File: config.mk
export PLATFORM = sky130hd
export DESIGN_NAME = adc_ddr_tx
export DESIGN_NICKNAME = d
export VERILOG_FILES = /design/src/rtl/adc_ddr_tx_pkg.sv /design/src/rtl/adc_tx_fifo.sv /design/src/rtl/adc_ddr_tx.sv
export SDC_FILE = /design/constraint.sdc
export NUM_CORES = 1
export LEC_CHECK = 0
export ABC_AREA = 1
export ABC_CLOCK_PERIOD_IN_PS = 1700
export CAP_MARGIN = 25
export CORE_ASPECT_RATIO = 2
export CORE_MARGIN = 5
export CORE_UTILIZATION = 40
export DETAILED_ROUTE_END_ITERATION = 6
export HOLD_SLACK_MARGIN = 0.08
export SLEW_MARGIN = 5
export SYNTH_ARGS = -nofsm -noshare
export SYNTH_HDL_FRONTEND = slang
export SYNTH_SLANG_ARGS = --single-unit
File: constraint.sdc
create_clock -name dclk -period 1.7 [get_ports dclk]
set_input_delay 0.17 -clock dclk [delete_from_list [all_inputs] [get_ports dclk]]
set_output_delay 0.17 -clock dclk [all_outputs]
set_load 0.02 [all_outputs]
File: src/rtl/adc_ddr_tx_pkg.sv
// ----------------------------------------------------------------------------
// adc_ddr_tx_pkg
// Definitions shared between the ADC DDR transmitter and the LVDS capture
// front end. These are the lane count and width, the default idle word pair,
// the packed word-pair type and the output-source selector.
// Ports: none (package).
// ----------------------------------------------------------------------------
package adc_ddr_tx_pkg;

    localparam int ADC_LANES = 6;
    localparam int LANE_W    = 6;
    localparam int PAIR_W    = 2 * LANE_W;

    localparam logic [LANE_W-1:0] IDLE_A_DEF = 6'h2A;
    localparam logic [LANE_W-1:0] IDLE_B_DEF = 6'h15;

    typedef logic [LANE_W-1:0] lane_t;

    // chA sits in the upper half so {a, b} lines up with the lane ordering.
    typedef struct packed {
        lane_t a;
        lane_t b;
    } pair_t;

    // Selects what the output register loads on each dclk edge.
    typedef enum logic [1:0] {
        SRC_OFF  = 2'd0,
        SRC_FIFO = 2'd1,
        SRC_IDLE = 2'd2
    } src_e;

endpackage

File: src/rtl/adc_tx_fifo.sv
// ----------------------------------------------------------------------------
// adc_tx_fifo
// Synchronous word-pair FIFO. The pointers are log2(DEPTH)+1 bits wide and
// wrap naturally. The head entry is always presented on o_rdata, and the
// consumer registers it in the same edge that pops it.
// Ports:
//   i_clk, i_rst   clock, asynchronous active-high reset
//   i_push/i_wdata write one entry (caller guarantees not full)
//   i_pop          advance the head (caller guarantees not empty)
//   o_rdata        head entry
//   o_level        occupancy 0..DEPTH
//   o_full/o_empty status flags
// ----------------------------------------------------------------------------
module adc_tx_fifo #(
    parameter int DEPTH = 16,
    parameter int W     = 12
) (
    input  logic                     i_clk,
    input  logic                     i_rst,
    input  logic                     i_push,
    input  logic [W-1:0]             i_wdata,
    input  logic                     i_pop,
    output logic [W-1:0]             o_rdata,
    output logic [$clog2(DEPTH):0]   o_level,
    output logic                     o_full,
    output logic                     o_empty
);

    localparam int AW = $clog2(DEPTH);
    localparam logic [AW:0] PTR_ONE = 1;

    logic [W-1:0] r_mem [DEPTH];
    logic [AW:0]  r_wr_ptr;
    logic [AW:0]  r_rd_ptr;

    // Storage carries no reset; only the pointers define validity.
    always_ff @(posedge i_clk) begin
        if (i_push) begin
            r_mem[r_wr_ptr[AW-1:0]] <= i_wdata;
        end
    end

    always_ff @(posedge i_clk or posedge i_rst) begin
        if (i_rst) begin
            r_wr_ptr <= '0;
            r_rd_ptr <= '0;
        end else begin
            if (i_push) begin
                r_wr_ptr <= r_wr_ptr + PTR_ONE;
            end
            if (i_pop) begin
                r_rd_ptr <= r_rd_ptr + PTR_ONE;
            end
        end
    end

    assign o_rdata = r_mem[r_rd_ptr[AW-1:0]];
    assign o_level = r_wr_ptr - r_rd_ptr;
    assign o_empty = (r_wr_ptr == r_rd_ptr);
    // Full: the wrap bits differ while the index bits match.
    assign o_full  = (r_wr_ptr[AW] != r_rd_ptr[AW]) &&
                     (r_wr_ptr[AW-1:0] == r_rd_ptr[AW-1:0]);

endmodule

File: src/rtl/adc_ddr_tx.sv
// ----------------------------------------------------------------------------
// adc_ddr_tx
// ADC emulator / loopback source. It buffers chA/chB word pairs and drives
// them onto DDR LVDS lanes with a forwarded clock. chA goes out in the high
// phase of dclk and chB in the low phase. When the FIFO is empty and tx_en=1,
// the idle pair is sent and underflow_cnt counts the cycle.
// Optional feature macro: ADC_TX_RAMP_EN. When it is defined, a 12-bit ramp
// replaces the idle constants.
// Ports:
//   dclk, rst          transmit clock, asynchronous active-high reset
//   tx_en              1 = transmit, 0 = lanes 0 and FIFO held
//   s_dat_a/b, s_valid, s_ready   word-pair input stream
//   d_p/d_n            DDR data lanes
//   clk_p/clk_n        forwarded clock
//   level              FIFO occupancy
//   underflow_cnt      saturating count of idle cycles while tx_en=1
// Handshake: a pair transfers on a dclk edge where s_valid && s_ready. s_valid
// is not required to wait for s_ready, and s_ready does not depend on s_valid.
// ----------------------------------------------------------------------------
module adc_ddr_tx
    import adc_ddr_tx_pkg::*;
#(
    parameter int                DEPTH  = 16,
    parameter logic [LANE_W-1:0] IDLE_A = IDLE_A_DEF,
    parameter logic [LANE_W-1:0] IDLE_B = IDLE_B_DEF
) (
    input  logic                   dclk,
    input  logic                   rst,
    input  logic                   tx_en,
    input  logic [LANE_W-1:0]      s_dat_a,
    input  logic [LANE_W-1:0]      s_dat_b,
    input  logic                   s_valid,
    output logic                   s_ready,
    output logic [ADC_LANES-1:0]   d_p,
    output logic [ADC_LANES-1:0]   d_n,
    output logic                   clk_p,
    output logic                   clk_n,
    output logic [$clog2(DEPTH):0] level,
    output logic [15:0]            underflow_cnt
);

    // Reset asserts asynchronously and releases on the second dclk edge.
    logic [1:0] r_rst_sync;
    logic       w_rst;

    always_ff @(posedge dclk or posedge rst) begin
        if (rst) begin
            r_rst_sync <= 2'b11;
        end else begin
            r_rst_sync <= {r_rst_sync[0], 1'b0};
        end
    end

    assign w_rst = r_rst_sync[1];

    logic  w_push;
    logic  w_pop;
    logic  w_full;
    logic  w_empty;
    pair_t w_fifo_rdata;
    pair_t w_idle;
    pair_t w_next;
    src_e  w_src;

    assign s_ready = ~w_rst & ~w_full;
    assign w_push  = s_valid & s_ready;
    assign w_pop   = (w_src == SRC_FIFO);

    adc_tx_fifo #(
        .DEPTH (DEPTH),
        .W     (PAIR_W)
    ) u_fifo (
        .i_clk   (dclk),
        .i_rst   (w_rst),
        .i_push  (w_push),
        .i_wdata ({s_dat_a, s_dat_b}),
        .i_pop   (w_pop),
        .o_rdata (w_fifo_rdata),
        .o_level (level),
        .o_full  (w_full),
        .o_empty (w_empty)
    );

    always_comb begin
        w_src = SRC_OFF;
        if (tx_en) begin
            w_src = w_empty ? SRC_IDLE : SRC_FIFO;
        end
    end

`ifdef ADC_TX_RAMP_EN
    localparam logic [PAIR_W-1:0] RAMP_ONE = 1;
    logic [PAIR_W-1:0] r_ramp;

    // The ramp advances only when a ramp word is actually sent.
    always_ff @(posedge dclk or posedge w_rst) begin
        if (w_rst) begin
            r_ramp <= '0;
        end else if (w_src == SRC_IDLE) begin
            r_ramp <= r_ramp + RAMP_ONE;
        end
    end

    assign w_idle = r_ramp;
`else
    assign w_idle = {IDLE_A, IDLE_B};
`endif

    always_comb begin
        w_next = '0;
        case (w_src)
            SRC_FIFO: w_next = w_fifo_rdata;
            SRC_IDLE: w_next = w_idle;
            default:  w_next = '0;
        endcase
    end

    // Output register {a_q, b_q} and the underflow counter.
    pair_t       r_pair_q;
    logic [15:0] r_underflow;

    always_ff @(posedge dclk or posedge w_rst) begin
        if (w_rst) begin
            r_pair_q    <= '0;
            r_underflow <= '0;
        end else begin
            r_pair_q <= w_next;
            if ((w_src == SRC_IDLE) && (r_underflow != 16'hFFFF)) begin
                r_underflow <= r_underflow + 16'd1;
            end
        end
    end

    assign underflow_cnt = r_underflow;

    // DDR output cells (SAME_EDGE): both halves are captured on the rising
    // edge, D1 is driven in the high phase and D2 in the low phase. Their
    // reset pulls the lanes to 0 without waiting for a clock.
    lane_t r_ddr_d1;
    lane_t r_ddr_d2;
    logic  r_fwd_d1;

    always_ff @(posedge dclk or posedge w_rst) begin
        if (w_rst) begin
            r_ddr_d1 <= '0;
            r_ddr_d2 <= '0;
            r_fwd_d1 <= 1'b0;
        end else begin
            r_ddr_d1 <= r_pair_q.a;
            r_ddr_d2 <= r_pair_q.b;
            r_fwd_d1 <= 1'b1;
        end
    end

    // Differential buffers: the n leg is the complement of the p leg.
    assign d_p   = dclk ? r_ddr_d1 : r_ddr_d2;
    assign d_n   = ~d_p;
    assign clk_p = dclk & r_fwd_d1;
    assign clk_n = ~clk_p;

endmodule

==> results of run 1 <==
-- worst max path at each step --
stage	slack, ps	cells past startpoint	start	to
final	-510	5	u_fifo.r_rd_ptr[0]$_DFFE_PP0N_	level[2]
after CTS	-520	5	u_fifo.r_rd_ptr[0]$_DFFE_PP0N_	level[4]
after detailed placement	-480	5	u_fifo.r_rd_ptr[0]$_DFFE_PP0N_	level[4]
after floorplan	-600	12	u_fifo.r_rd_ptr[1]$_DFFE_PP0N_	u_fifo.r_mem[10][0]$_DFFE_PP_
after global routing	-590	6	u_fifo.r_wr_ptr[0]$_DFFE_PP0P_	level[4]
after global placement	-450	5	u_fifo.r_rd_ptr[0]$_DFFE_PP0N_	level[4]
-- report_power, final --
group	total (uW)	switching [uW]	internal (uW)
Sequential	7560	411	7150
Clock	11300	4500	6850
Combinational	11200	6270	4880
-- stage by stage --
step           utilization, %  hold slack (ps)  worst slack (ps)  power [uW]  cells
2_1_floorplan               -             81.5              -601       13600    909
3_3_place_gp             47.8              332              -445       17200   1336
3_5_place_dp             47.8              335              -483       17200   1336
4_1_cts                  56.4              305              -515       28800   1440
5_1_grt                  58.5              311              -586       31400   1459
6_report                 58.5              321              -510       30100   1459
-- cells in the final DEF (no fill, tap or decap), types with 18 or more instances in the layout --
master and n:
nand2_1 209, edfxtp_1 192, nand3_1 100, buf_4 59, dfrtp_1 49, clkbuf_16 47, buf_6 44, nor2_1 41
inv_1 30, buf_12 28, nand2_2 22, nor2_4 18
-- logic make-up (layout without fill, tap and decap cells) --
kind of cell | Yosys count | count (layout) | synth area share [%]
compound gates | 84 | 84 | 4.75
xor+xnor | 21 | 21 | 1.85
fa+ha+maj | 11 | 11 | 1.41
buf+inv | 97 | 306 | 4.40
flops | 245 | 245 | 68.7
other cells | 2 | 2 | 0.0727
simple gates | 449 | 450 | 18.8
-- repair_timing --
item | CTS | global route
hold endpoints to repair | 2 | 0
hold buffers | 1 | 0
gates cloned | 8 | 11
gates resized for setup | 269 | 102
setup endpoints to repair | 275 | 263
buffers inserted | 42 | 27
pin swaps | 21 | 57
-- layout make-up --
class	instances	area (um^2)
clock inverters	20	218
inverters	48	236
repair buffers	161	2060
well taps	340	425
repair inverters	1	11.3
fillers	1994	10600
clock buffers	76	1370
flip-flops and latches	245	7100
multi-input cells	568	3540
-- state kept, by name, summed over array words and instances (netlist names) --
signal and cells:
r_rst_sync 2, r_ddr_d2 6, u_fifo.r_mem 192, u_fifo.r_wr_ptr 5, r_fwd_d1 1, r_ddr_d1 6, u_fifo.r_rd_ptr 5, r_pair_q 12
underflow_cnt 16
-- routing by layer --
layer	share of wire, %	vias to the layer above	global-route usage, %
met5	0	-	0
met4	6.4	0	15.1
met3	4.8	124	3.83
met2	57	249	37.6
met1	31	3729	19.1
li1	-	3486	-
==> metrics.cfg, run 1 <==
[run_status]
outcome = finished with violations
failed_checks = setup timing

[cells_and_area]
area_growth_pct = 44.8
nNetsFinal = 1129
num_antenna_cells = 0
fin_area_mm2 = 0.0150
layout-drive-gt1-share_pct = 34.1

[timing]
slew_violations = 0
max_slew_margin_pct = 56.0
hold_viol = 0
setup_tns_ps = -74600
setup_viol_count_final = 246
worst_slack_ps = -510
tightest_slew_ps = 658
period_minus_slack_ps = 2210
finClkSkew_ps = 9.17
rsz0062_at_grt = true
fin_crit_sh_pct = 130
max_freq_mhz = 452

[worst_setup_path]
end_kind = output port
cpPeakStageDelay_ps = 420
cp.required_ps = 1530
cp-start-kind = register
worst_r2r_path_depth = 13
crit_family = adder cells
crit_chain = ha_4, fa_2, buf_4, xnor2_2, buf_4
crit_buf_inv = 2
crit_top_cell = buf_4
path_max_fanout = 2
crit_type = reg2out
slowest_stage = dfrtp_2
critPathArrivalTime_ps = 2040
timing.rr.end = u_fifo.r_mem[5][9]$_DFFE_PP_
rr_startpoint = u_fifo.r_rd_ptr[1]$_DFFE_PP0N_
ff2ff_setup_slack_ps = -420

[synth]
avgSynthCellArea_um2 = 11.4
syn_area_mm2 = 0.0103
syn_inst = 909
yosysSeqAreaShare_pct = 68.7
yosysMostFrequentCell = nand2_1
synth_edf_count = 192
synth-seq-cells = 245
synth.area.top_cells = edfxtp_1 56%, dfrtp_1 12%, nand2_1 8.9%
yosysWarnings = 0
post-synth-top-area-cell = edfxtp_1
synth_common_cells = 245 x nand2_1, 192 x edfxtp_1, 114 x nand3_1
synth_nets = 936
synth-async-reset-ratio_pct = 21.6
ys_types = 35
synth_ff_type = edfxtp_1
synth_top_area_share_pct = 55.8

[route]
remaining_drc_errors = 0
drtPass1Iterations = 5
wire_per_inst_um = 21.1
drt.antenna.violating_nets = 0
drt_iter0_drc = 429
num_vias = 7588
wl_um = 30800
vias_per_cell = 5.20

[pwr]
p_leak_uw = 0.00601
powerDensity_mw_per_mm2 = 2010
ir_drop_mv = 0.853

[hold_path]
holdCritStartpoint = s_dat_b[2]
hold_depth = 2
hold_class = in2reg
holdPathEnd = u_fifo.r_mem[1][2]$_DFFE_PP_

[placed_design]
io_buffers = 51
globalplace.congestion = 0.812
placed_area_mm2 = 0.0122
dp_hpwl_um = 16900

[clock_tree]
clk_pin_slew_ps = 70
tritoncts = built
clock_latency_ps = 630

[global_routing]
grt_max_degree = 52
grt_pass1_wl_um = 44400
antenna_found_initial = 0
grt_pass1_vias = 8127
grt.overflow.total = 0
track_usage_pct = 20.4

[die]
start_util_pct = 40.4
die_w_um = 124
core-area_mm2 = 0.0255
num_io_pins = 52
rows = 83
dieHeight_um = 237
die_area_mm2 = 0.0293

[job]
maxCapViolCount = 0

Note: power is estimated with default switching activity, not from simulation.
==> inputs of run 2 (changes only) <==
SYNTH_HIERARCHICAL = 1   (was unset)
==> metrics.cfg, run 2 <==
[global_routing]
grt_pass1_vias = 8817  ; +8.5%
grt.overflow.total = 0  ; unchanged
track_usage_pct = 19.3  ; -1.0 points
grt_pass1_wl_um = 45400  ; +2.2%
grt_max_degree = 51  ; -1.9%
antenna_found_initial = 0  ; unchanged

[timing]
tightest_slew_ps = 638  ; -19.8 ps
slew_violations = 0  ; unchanged
max_freq_mhz = 439  ; -2.9%
finClkSkew_ps = 25.2  ; +16.0 ps
max_slew_margin_pct = 57.5  ; +1.5 points
fin_crit_sh_pct = 134  ; +3.8 points
setup_tns_ps = -98940  ; -24,340 ps
setup_viol_count_final = 268  ; +8.9%
hold_viol = 0  ; unchanged
worst_slack_ps = -576  ; -65.3 ps
rsz0062_at_grt = true
period_minus_slack_ps = 2280  ; +65.3 ps

[die]
start_util_pct = 40.3  ; -0.091 points
rows = 86  ; +3.6%
dieHeight_um = 245  ; +3.4%
num_io_pins = 52  ; unchanged
core-area_mm2 = 0.0274  ; +7.4%
die_area_mm2 = 0.0313  ; +6.7%
die_w_um = 128  ; +3.2%

[clock_tree]
clock_latency_ps = 640  ; about the same
tritoncts = built
clk_pin_slew_ps = 80  ; about the same

[job]
maxCapViolCount = 0  ; unchanged

[run_status]
outcome = finished with violations
failed_checks = setup timing

[worst_setup_path]
cp.required_ps = 1530  ; about the same
critPathArrivalTime_ps = 2110  ; +70 ps
path_max_fanout = 2  ; unchanged
cp-start-kind = register
end_kind = output port
slowest_stage = dfrtp_1
worst_r2r_path_depth = 12  ; -1
crit_top_cell = inv_2
crit_chain = inv_2, ha_4, inv_2, fa_2, nand3_2, nand2_2, xor2_1, buf_4
cpPeakStageDelay_ps = 390  ; -30 ps
crit_type = reg2out

[route]
wl_um = 31200  ; +1.3%
remaining_drc_errors = 0  ; unchanged
num_vias = 8351  ; +10%
vias_per_cell = 4.91  ; -5.7%
drt.antenna.violating_nets = 0  ; unchanged
drtPass1Iterations = 5  ; unchanged
drt_iter0_drc = 553  ; +29%
wire_per_inst_um = 18.4  ; -13%

[placed_design]
io_buffers = 51  ; unchanged
dp_hpwl_um = 18900  ; +11%
globalplace.congestion = 0.887  ; +9.3%
placed_cells = 1591  ; +19%
pre_cts_slack_ps = -440  ; +43.3 ps

[synth]
ys_types = 32  ; -8.6%
yosysSeqAreaShare_pct = 64.1  ; -4.6 points
synth_common_cells = 379 x nand2_1, 226 x inv_1, 192 x edfxtp_1
synth-async-reset-ratio_pct = 21.6  ; unchanged
post-synth-top-area-cell = edfxtp_1
avgSynthCellArea_um2 = 9.66  ; -15%
synth_ff_type = edfxtp_1
synth_top_area_share_pct = 52.1  ; -3.7 points
synth_edf_count = 192  ; unchanged
synth-seq-cells = 245  ; unchanged
yosysWarnings = 6  ; +6
synth_nets = 1172  ; +25%
yosysMostFrequentCell = nand2_1
syn_inst = 1145  ; +26%
syn_area_mm2 = 0.0111  ; +7.2%
synth.area.top_cells = edfxtp_1 52%, nand2_1 13%, dfrtp_1 12%

[cells_and_area]
nFillCells = 2289  ; +15%
largest_reg_flops = 192  ; unchanged
layout_commonest_cell = nand2_1
sequential_cell_area_mm2 = 0.00710  ; about the same
area_growth_pct = 39.5
num_antenna_cells = 0  ; unchanged
multiInputGateArea_mm2 = 0.00350  ; -0.99%
layout-drive-gt1-share_pct = 25.6  ; -8.6 points
stdcell_count = 1702  ; +17%
nNetsFinal = 1359  ; +20%
final_cell_mix = 348 x nand2_1, 209 x inv_1, 192 x edfxtp_1
postLayoutCoreUtil_pct = 56.3  ; -2.3 points

[pwr]
ir_drop_mv = 0.892  ; +4.5%
powerDensity_mw_per_mm2 = 1900  ; -5.5%
p_leak_uw = 0.00704  ; +17%
p_total_uw = 29300  ; -2.5%

[hold_path]
hold_class = reg2async

## run 2: cell types whose count changed after synthesis, moves of 16 or more
cell | before | now
a21oi_1 | 31 | 2
nand2_1 | 245 | 379
nor2_1 | 59 | 43
o21ai_0 | 28 | 9
inv_1 | 48 | 226
o211ai_1 | 16 | 0
nand3_1 | 114 | 132
## run 2: logic make-up (layout without fill, tap and decap cells)
group	count (synthesis)	in the layout	synth area share (%)
other cells	2	2	0.0679
buf+inv	273	478	10.2
xor+xnor	18	18	1.43
flops	245	245	64.1
fa+ha+maj	11	11	1.31
simple gates	578	578	21.8
compound gates	18	18	1.05
## run 2: worst paths after layout
check                                               start                             end  slack [ps]
setup / recovery           u_fifo/r_wr_ptr[0]$_DFFE_PP0P_                        level[4]        -580
hold / removal                    r_rst_sync[1]$_DFF_PP1_  u_fifo/r_rd_ptr[1]$_DFFE_PP0P_         280
setup reg to reg           u_fifo/r_rd_ptr[1]$_DFFE_PP0P_   u_fifo/r_mem[13][7]$_DFFE_PP_        -550
hold reg to reg                   r_rst_sync[1]$_DFF_PP1_  u_fifo/r_rd_ptr[1]$_DFFE_PP0P_         280
max in group asynchronous         r_rst_sync[1]$_DFF_PP1_           r_ddr_d1[0]$_DFF_PP0_         860
min in group dclk                                   tx_en           r_pair_q[7]$_DFF_PP0_         320
## run 2: area by class of cell
type                       count  area share, %
clock inverter                19          0.867
multi-input combinational    627           22.7
inverter                     223           5.67
clock buffer                  79           9.42
tap                          352           2.85
timing repair buffer         157           12.5
sequential                   245           46.0
## run 2: worst max-delay path: cells and delay by family, from the launching register on
kind / cells / cell delay (ps)
xor gates and xnor gates: 1 / 150
and+or+nand+nor: 2 / 130
DFF: 1 / 390
adders and majority gates: 2 / 500
buffers and inverters: 3 / 300
## run 2: metal layers
metal  GRT usage (%)  vias to the layer above  share of wire, %
met1            17.1                     3912                31
met5               0                        -                 0
met4            16.0                        0               7.8
met2            36.1                      338                56
met3            4.14                      157               5.4
li1                -                     3944                 -
## run 2: what timing repair did
item,4_1_cts,5_1_grt
hold buffers,1,0
pin swaps,21,40
endpoints found under the hold margin,2,0
gates resized for setup,228,89
endpoints found under the setup margin,278,278
buffers inserted,38,13
gates cloned,2,11
## run 2: metrics by stage
stage	hold slack [ps]	cell area [um^2]
global route	320	15400
global placement	287	12900
detailed placement	285	12900
floorplan	81.5	11300
finish	276	15400
CTS	286	14800
## run 2: report_power, final
part	leakage (uW)	internal [uW]	switching [uW]
logic	0.00378	4400	6260
clock network	0.000873	6680	4330
registers	0.00239	7170	485
total	0.00704	18200	11100
